### src/rtl/paddle_ctrl.sv
// Paddle step controller: debounced quadrature encoder input plus an auto-play
// requester, merged into a rate-limited, edge-guarded 2-bit step counter.
module paddle_ctrl #(
   parameter int DEBOUNCE = 16,
   parameter int AI_DIV   = 65536,
   parameter int HOLDOFF  = 8,
   parameter int MIN_GAP  = 2
) (
   input  logic        clk,
   input  logic        reset,
   input  logic        enc_a,
   input  logic        enc_b,
   input  logic        auto_en,
   input  logic [4:0]  ball_x,
   input  logic [31:0] paddle_i,
   output logic [1:0]  encoder_value,
   output logic        auto_active,
   output logic        step_o
);

   localparam int AIW = (AI_DIV > 2) ? $clog2(AI_DIV) : 1;
   localparam logic [AIW-1:0] AI_LAST   = AIW'(AI_DIV - 1);
   localparam logic [7:0]     DEB_LAST  = 8'(DEBOUNCE - 1);
   localparam logic [3:0]     GAP_LOAD  = 4'(MIN_GAP - 1);
   localparam logic [7:0]     HOLD_LOAD = 8'(HOLDOFF);

   logic [1:0]     a_sync, b_sync;
   logic [1:0]     synced;
   logic [1:0]     acc_state;
   logic [7:0]     deb_cnt;
   logic           man_dn, man_up;
   logic           pend_valid, pend_dn;
   logic           pend_valid_n, pend_dn_n;
   logic [3:0]     gap_cnt;
   logic [7:0]     hold_cnt;
   logic [AIW-1:0] ai_cnt;
   logic           ai_tick;
   logic [4:0]     low_idx;
   logic           paddle_nz;
   logic [6:0]     bx, lx;
   logic           auto_dn, auto_up;
   logic           want, want_dn, want_manual, blocked, issue;

   // Forward quadrature order: 00 -> 01 -> 11 -> 10 -> 00 (a "down" step)
   function automatic logic [1:0] gray_next(input logic [1:0] g);
      case (g)
         2'b00:   gray_next = 2'b01;
         2'b01:   gray_next = 2'b11;
         2'b11:   gray_next = 2'b10;
         default: gray_next = 2'b00;
      endcase
   endfunction

   assign synced = {a_sync[1], b_sync[1]};

   // Synchronize, debounce and decode the encoder pins into one-cycle requests
   always_ff @(posedge clk) begin
      if (reset) begin
         a_sync    <= '0;
         b_sync    <= '0;
         acc_state <= '0;
         deb_cnt   <= '0;
         man_dn    <= 1'b0;
         man_up    <= 1'b0;
      end else begin
         a_sync <= {a_sync[0], enc_a};
         b_sync <= {b_sync[0], enc_b};
         man_dn <= 1'b0;
         man_up <= 1'b0;
         if (synced != acc_state) begin
            if (deb_cnt == DEB_LAST) begin
               acc_state <= synced;
               deb_cnt   <= '0;
               man_dn    <= (synced == gray_next(acc_state));
               man_up    <= (acc_state == gray_next(synced));
            end else begin
               deb_cnt <= deb_cnt + 8'd1;
            end
         end else begin
            deb_cnt <= '0;
         end
      end
   end

   // Auto-play aims to keep the ball within columns L+3..L+4 of the paddle
   always_comb begin
      low_idx   = '0;
      paddle_nz = |paddle_i;
      for (int i = 31; i >= 0; i--) begin
         if (paddle_i[i]) low_idx = 5'(i);
      end
   end

   assign ai_tick     = (ai_cnt == AI_LAST);
   assign auto_active = auto_en && (hold_cnt == 8'd0);
   assign bx          = {2'b00, ball_x};
   assign lx          = {2'b00, low_idx};
   assign auto_dn     = auto_active && ai_tick && paddle_nz && (bx < lx + 7'd3);
   assign auto_up     = auto_active && ai_tick && paddle_nz && (bx > lx + 7'd4);

   // Arbitration: pending manual, then fresh manual, then auto; auto is never pended
   always_comb begin
      pend_valid_n = pend_valid;
      pend_dn_n    = pend_dn;
      want         = 1'b0;
      want_dn      = 1'b0;
      want_manual  = 1'b0;
      if (pend_valid && (man_dn || man_up) && (man_dn != pend_dn)) begin
         pend_valid_n = 1'b0;
      end
      if (pend_valid) begin
         if (pend_valid_n && (gap_cnt == 4'd0)) begin
            want         = 1'b1;
            want_dn      = pend_dn;
            want_manual  = 1'b1;
            pend_valid_n = 1'b0;
         end
      end else if (man_dn || man_up) begin
         if (gap_cnt == 4'd0) begin
            want        = 1'b1;
            want_dn     = man_dn;
            want_manual = 1'b1;
         end else begin
            pend_valid_n = 1'b1;
            pend_dn_n    = man_dn;
         end
      end else if ((auto_dn || auto_up) && (gap_cnt == 4'd0)) begin
         want    = 1'b1;
         want_dn = auto_dn;
      end
      blocked = want && (want_dn ? paddle_i[0] : paddle_i[31]);
      issue   = want && !blocked;
   end

   always_ff @(posedge clk) begin
      if (reset) begin
         encoder_value <= 2'b00;
         step_o        <= 1'b0;
         gap_cnt       <= '0;
         hold_cnt      <= '0;
         ai_cnt        <= '0;
         pend_valid    <= 1'b0;
         pend_dn       <= 1'b0;
      end else begin
         step_o     <= issue;
         pend_valid <= pend_valid_n;
         pend_dn    <= pend_dn_n;
         ai_cnt     <= ai_tick ? '0 : ai_cnt + AIW'(1);
         if (issue) begin
            encoder_value <= want_dn ? encoder_value + 2'd1 : encoder_value - 2'd1;
         end
         if (issue) begin
            gap_cnt <= GAP_LOAD;
         end else if (gap_cnt != 4'd0) begin
            gap_cnt <= gap_cnt - 4'd1;
         end
         if (issue && want_manual) begin
            hold_cnt <= HOLD_LOAD;
         end else if (ai_tick && (hold_cnt != 8'd0)) begin
            hold_cnt <= hold_cnt - 8'd1;
         end
      end
   end

endmodule

### config.mk
export PLATFORM = sky130hd
export DESIGN_NAME = paddle_ctrl
export DESIGN_NICKNAME = d
export VERILOG_FILES = /design/src/rtl/paddle_ctrl.sv
export SDC_FILE = /design/constraint.sdc
export NUM_CORES = 1
export LEC_CHECK = 0
export ABC_AREA = 1
export BUFFER_PORTS_ARGS = -buffer_cell sky130_fd_sc_hd__buf_2
export CELL_PAD_IN_SITES_DETAIL_PLACEMENT = 1
export CELL_PAD_IN_SITES_GLOBAL_PLACEMENT = 1
export CORE_UTILIZATION = 30
export DETAILED_ROUTE_END_ITERATION = 6
export GPL_TIMING_DRIVEN = 0
export PLACE_DENSITY = 0.7
export REMOVE_ABC_BUFFERS = 1
export SYNTH_ARGS = -nofsm -noshare
export SYNTH_HDL_FRONTEND = slang
export SYNTH_SLANG_ARGS = --single-unit
### constraint.sdc
create_clock -name clk -period 6.3 [get_ports clk]
set_clock_uncertainty 0.2 [all_clocks]
set_input_delay 1.89 -clock clk [delete_from_list [all_inputs] [get_ports clk]]
set_output_delay 1.89 -clock clk [all_outputs]
set_load 0.1 [all_outputs]
==> reports/metrics.yaml, run 1 <==
synth:
  syn_area_um2: 2980
  postSynth.asyncResetShare_pct: 0
  synthTopCellsByArea: "dfxtp_1 (33%), inv_1 (12%), nand2_1 (12%)"
  yosys.area.top_type: "dfxtp_1"
  synth_top_area_share_pct: 32.9
  syn_inst: 449
  synth_seq_cells: 49
  synth_edf_count: 0
  synth-main-ff-cell: "dfxtp_1"
  yosysSeqAreaShare_pct: 32.9
  netlist_top_cells_count: "inv_1 (94), nand2_1 (94), nor2_1 (64)"
  yosys_warnings: 0
  ys_types: 34
  syn_area_per_cell_um2: 6.63
global_route:
  grt_max_degree: 15
  grt.overflow.total: 0
  grt_pass1_wl_um: 11300
  antenna_found_initial: 0
  grt_pass1_vias: 2745
  grt_use_total_pct: 13.5
detailed_routing:
  vias_per_cell: 4.42
  dr.pass1.iters: 4
  drtAntennaViolNets: 0
  drtIter0Drc: 66
  routed_wl_um: 6430
  wl_per_cell_um: 10.2
  drc: 0
  num_vias: 2780
cts:
  cts.sinks: 49
  clkTransAtPathRegs_ns: 0.09
  cts_root_buf: "clkbuf_8"
  htreeDepth: 2
  post_cts_resized: 0
  cts_hold_buf: 0
  clockBufferDepth: 2
  postCtsSetupBuffers: 0
  clk_latency_ns: 0.29
  cts_tree: "built"
  cts_made_buffers: 5
setup_path:
  critPathMaxStageDelay_ns: 0.30
  arrival_ns: 5.63
  end_kind: "flop"
  worst_path_max_delay_cell: "ha_1"
  worstPathRequired_ns: 6.30
  crit_family: "simple AND/OR/NAND/NOR gates"
  crit_top_cell: "nand2_1"
  rrSetupSlack_ns: 3.03
  cp_num_buf_inv: 2
  critical_path.max_fanout: 7
  cp-start-kind: "primary input"
  path_class: "in2reg"
place:
  gp_congestion: 0.714
  numPortBuffers: 45
  place_hpwl_um: 5350
  dp.cells: 621
die:
  die_y_um: 102
  start_util_pct: 31.6
  coreArea_um2: 9420
  die_width_um: 102
  placementRows: 35
  die_area_um2: 10300
  top_level_ports: 46
power_and_ir_drop:
  p_seq_share_pct: 51.9
  p_leak_uw: 0.00169
  p_comb_share_pct: 20.7
  swShare_pct: 29.6
  internal_power_uw: 451
  switchingPower_uw: 189
  clockPowerShare_pct: 27.4
  finalPower_uw: 640
  ir_drop_mv: 0.121
  pwr_density_cell_nw_per_um2: 186
timing:
  timing.fmax_mhz: 177
  finalMaxSlewViolations: 0
  min_period_ns: 5.64
  setup-tns-final_ns: 0
  post-route-period-util_pct: 89.5
  hold_viol_final: 0
  worstMarginPinSlew_ns: 0.597
  finalSetupViolCount: 0
  rsz0062_at_grt: "no"
  timing.slew.headroom_pct: 59.9
finish:
  syn_to_final_growth_pct: 15.3
  drive_gt1_share_pct: 14.0
  finalNetCount: 557
  antennaDiodeCount: 0
  layout.cells.non_filler: 629
min_path:
  hold_class: "reg2reg"
outcome:
  status: "completed"
job:
  maxCapViolCount: 0
-- power groups by stage --
| stage | combinational, uW | sequential, uW | clock (uW) |
|---|---|---|---|
| finish | 133 | 332 | 175 |
| global route | 158 | 335 | 199 |
| CTS | 135 | 333 | 186 |
| detailed placement | 134 | 340 | 0 |
| global placement | 128 | 339 | 0 |
| floorplan | 95.4 | 337 | 0 |
-- cells in the final DEF (no fill, tap or decap), types with 2 or more instances in the layout --
| master | n |
|---|---|
| xor2_1 | 18 |
| nor2_2 | 8 |
| nand4_1 | 4 |
| nor3b_1 | 4 |
| nand2_1 | 94 |
| buf_2 | 45 |
| ha_1 | 16 |
| a211oi_1 | 2 |
| xnor2_1 | 10 |
| o21ai_0 | 10 |
| nand3_1 | 24 |
| a21oi_1 | 14 |
| nand2_2 | 4 |
| nor2_1 | 64 |
| nor4_1 | 3 |
| nor3_1 | 12 |
| clkinv_2 | 2 |
| inv_1 | 94 |
| clkbuf_8 | 5 |
| dfxtp_1 | 49 |
| a31oi_1 | 3 |
-- through the flow --
step           instance area, um2  worst slack [ns]  hold slack (ns)  util (%)
2_1_floorplan                2960              1.01            0.188         -
3_3_place_gp                 3350             0.334            0.194      35.6
3_5_place_dp                 3350             0.257            0.204      35.6
4_1_cts                      3430             0.563            0.219      36.5
5_1_grt                      3430          0.000879            0.240      36.5
6_report                     3430             0.663            0.213      36.5
-- layout make-up --
class,instances,area (um2)
fillers,1241,5980
multi-input cells,303,1630
flip-flops and latches,49,981
inverters,95,357
repair buffers,45,225
well taps,129,161
clock buffers,6,72.6
clock inverters,2,10.0
-- registers in the layout, indices dropped and copies added (netlist names) --
signal / count
gap_cnt: 4
encoder_value: 2
man_up: 1
pend_dn: 1
hold_cnt: 8
b_sync: 2
pend_valid: 1
deb_cnt: 8
step_o: 1
ai_cnt: 16
man_dn: 1
acc_state: 2
a_sync: 2
-- worst reg2reg max path, stage by stage, from the launching register on --
cell	delay [ns]
dfxtp_1	0.37
ha_1	0.18
nand2_1	0.07
nor2_1	0.14
and3_1	0.21
nand3_1	0.17
inv_1	0.12
nand4_1	0.13
nor3_1	0.36
nand3_1	0.19
nor2_1	0.22
nand3_1	0.10
nand2_1	0.07
nand2_2	0.07
nand3_1	0.10
nand2_1	0.07
nor2_2	0.14
nand2_2	0.10
nand2_4	0.14
nor2_2	0.04
-- worst paths after layout --
path	startpoint	endpoint	cells after the start
min reg2reg	a_sync[0]$_SDFF_PP0_	a_sync[1]$_SDFF_PP0_	2
min	a_sync[0]$_SDFF_PP0_	a_sync[1]$_SDFF_PP0_	2
max reg2reg	ai_cnt[0]$_SDFF_PP0_	hold_cnt[4]$_SDFFE_PP0P_	19
max	paddle_i[30]	hold_cnt[4]$_SDFFE_PP0P_	49
-- routing by layer --
metal,vias to the layer above,GRT usage (%),routed length [um],share of wire (%)
li1,1480,-,-,-
met3,5,2.28,197,3.1
met4,0,3.34,47,0.73
met5,-,0,0,0
met1,1260,16.0,3100,48
met2,35,25.2,3090,48
-- logic make-up after synthesis --
family,synth area share (%)
adder cells (fa/ha/maj),6.72
flip-flops,32.9
buffers and inverters,12.5
AO/OA/AOI/OAI,6.72
AND/OR/NAND/NOR,32.9
XOR/XNOR,8.24
(Power assumes the default switching activity.)
==> inputs of run 2 (changes only) <==
--- a/config.mk
+++ b/config.mk
@@ -10,6 +10,7 @@
 export CELL_PAD_IN_SITES_DETAIL_PLACEMENT = 1
 export CELL_PAD_IN_SITES_GLOBAL_PLACEMENT = 1
 export CORE_UTILIZATION = 30
+export CTS_BUF_LIST = sky130_fd_sc_hd__clkbuf_2
 export DETAILED_ROUTE_END_ITERATION = 6
 export GPL_TIMING_DRIVEN = 0
 export PLACE_DENSITY = 0.7
==> constraint.sdc (replaced) <==
create_clock -name clk -period 5.4 [get_ports clk]
set_clock_uncertainty 0.2 [all_clocks]
set_input_delay 1.62 -clock clk [delete_from_list [all_inputs] [get_ports clk]]
set_output_delay 1.62 -clock clk [all_outputs]
set_load 0.1 [all_outputs]
==> run 2 against run 1 <==
Power up 8.8%. Register-to-register slack worse by 0.91 ns. First-iteration DRC count down 41%. Global-route usage down 0.17 points. Critical path depth up 1. Worst hold slack better by 0.012 ns. Clock power down 18%. Non-clock buffer count up 3. Cell area up 1.6%. Count of clock-buffer cells in the layout unchanged. Core utilization up 0.58 points. Sequential power up 17%.
==> reports/metrics.yaml, run 2 (synthesis results as in run 1) <==
outcome:
  status: "completed"
setup_path:
  cp-start-kind: "primary input"
  worst_path_max_delay_cell: "ha_1"
  critPathMaxStageDelay_ns: 0.29
  critical_path.max_fanout: 7
  startpoint: "paddle_i[29]"
  r2r_start: "ai_cnt[0]$_SDFF_PP0_"
  crit_end: "hold_cnt[4]$_SDFFE_PP0P_"
  rr_worst_depth: 19
  rrSetupSlack_ns: 2.12
  arrival_ns: 5.28
  end_kind: "flop"
  timing.rr.end: "hold_cnt[4]$_SDFFE_PP0P_"
  crit_top_cell: "nand2_1"
  path_class: "in2reg"
  worstPathRequired_ns: 5.54
finish:
  drive_gt1_share_pct: 17.7
  top_register: "ai_cnt"
  antennaDiodeCount: 0
  post-route-util_pct: 37.0
  finalNetCount: 560
  multi_input_area_um2: 1690
  largest_register_ffs: 16
  final_common_cell: "inv_1"
  syn_to_final_growth_pct: 17.1
  fillers: 1227
  largestRegisters: "ai_cnt: 16 flops, deb_cnt: 8 flops, hold_cnt: 8 flops"
  final-seq-area_um2: 981
  stdcell_area_um2: 3490
  final_cell_mix: "inv_1 (92), nand2_1 (87), nor2_1 (64)"
global_route:
  grt.overflow.total: 0
  grt_use_total_pct: 13.3
  antenna_found_initial: 0
  grt_pass1_wl_um: 11300
  grt_pass1_vias: 2745
  grt_max_degree: 15
detailed_routing:
  wl_per_cell_um: 10.3
  vias_per_cell: 4.39
  met3_length_um: 181
  drtAntennaViolNets: 0
  met1Wirelength_um: 3120
  num_vias: 2774
  dr_wl_met2_um: 3150
  topRoutingLayerUsed: "met4"
  drtIter0Drc: 39
  routed_wl_um: 6490
  drc: 0
  dr.pass1.iters: 4
cts:
  clkTransAtPathRegs_ns: 0.23
  cts_tree: "built"
  cts_root_buf: "clkbuf_2"
  cts_made_buffers: 5
  clockBufferDepth: 2
  htreeDepth: 2
  clk_latency_ns: 0.40
  cts.sinks: 49
timing:
  min_period_ns: 5.14
  post-route-period-util_pct: 95.2
  finalMaxSlewViolations: 0
  setup-tns-final_ns: 0
  hold_viol_final: 0
  worstMarginPinSlew_ns: 0.599
  finalSetupViolCount: 0
  timing.slew.headroom_pct: 59.8
  setup_ws_ns: 0.259
  rsz0062_at_grt: "yes"
  timing.fmax_mhz: 195
power_and_ir_drop:
  p_leak_uw: 0.00171
  pwr_density_cell_nw_per_um2: 200
  finalPower_uw: 696
  ir_drop_mv: 0.0922
job:
  maxCapViolCount: 0
die:
  die_width_um: 102
  die_area_um2: 10300
  top_level_ports: 46
  start_util_pct: 31.6
  die_y_um: 102
  placementRows: 35
  coreArea_um2: 9420
place:
  pre_cts_ws_ns: -0.373
  gp_congestion: 0.714
  dpl_cell_area_um2: 3350
  place_hpwl_um: 5350
  numPortBuffers: 45
min_path:
  min_from: "a_sync[0]$_SDFF_PP0_"
  whs_path_depth: 2
  hold_class: "reg2reg"
[run 2: how the worst min path moves through the flow]
stage	to
finish	a_sync[1]$_SDFF_PP0_
global route	b_sync[1]$_SDFF_PP0_
CTS	a_sync[1]$_SDFF_PP0_
detailed placement	a_sync[1]$_SDFF_PP0_
global placement	b_sync[1]$_SDFF_PP0_
floorplan	a_sync[1]$_SDFF_PP0_
[run 2: routing by layer]
layer  GRT usage [%]  vias to the layer above
met5               0                        -
met3            2.07                        2
met1            15.9                     1250
met4            3.01                        0
met2            24.9                       34
li1                -                     1488
[run 2: timing repair]
action	4_1_cts	5_1_grt
buffers inserted	0	3
endpoints found under the setup margin	0	15
resized for setup	0	21
hold buffers	0	0
[run 2: area by class of cell]
| class | count | share of cell area (%) |
|---|---|---|
| clock inverter | 2 | 0.287 |
| clock buffer | 6 | 0.861 |
| inverter | 95 | 10.2 |
| timing repair buffer | 48 | 7.46 |
| sequential | 49 | 28.1 |
| multi-input combinational | 303 | 48.4 |
| tap | 129 | 4.63 |
[run 2: where the power goes]
| part | total (uW) | switching (uW) | internal (uW) | leakage (uW) |
|---|---|---|---|---|
| clock network | 143 | 110 | 32.6 | 0.0000327 |
| registers | 389 | 10.6 | 379 | 0.000397 |
| logic | 164 | 100 | 63.8 | 0.00128 |
[run 2: metrics by stage]
stage | hold slack [ns] | std cells
2_1_floorplan | 0.188 | 447
3_3_place_gp | 0.194 | 621
3_5_place_dp | 0.204 | 621
4_1_cts | 0.232 | 629
5_1_grt | 0.254 | 632
6_report | 0.226 | 632
[run 2: worst max-delay path: cells and delay by family]
kind | cells | cell delay (ns)
and+or+nand+nor | 42 | 2.55
adders and majority gates | 2 | 0.41
xor gates and xnor gates | 1 | 0.15
buffers and inverters | 3 | 0.20
AOI/OAI and AO/OA | 2 | 0.34
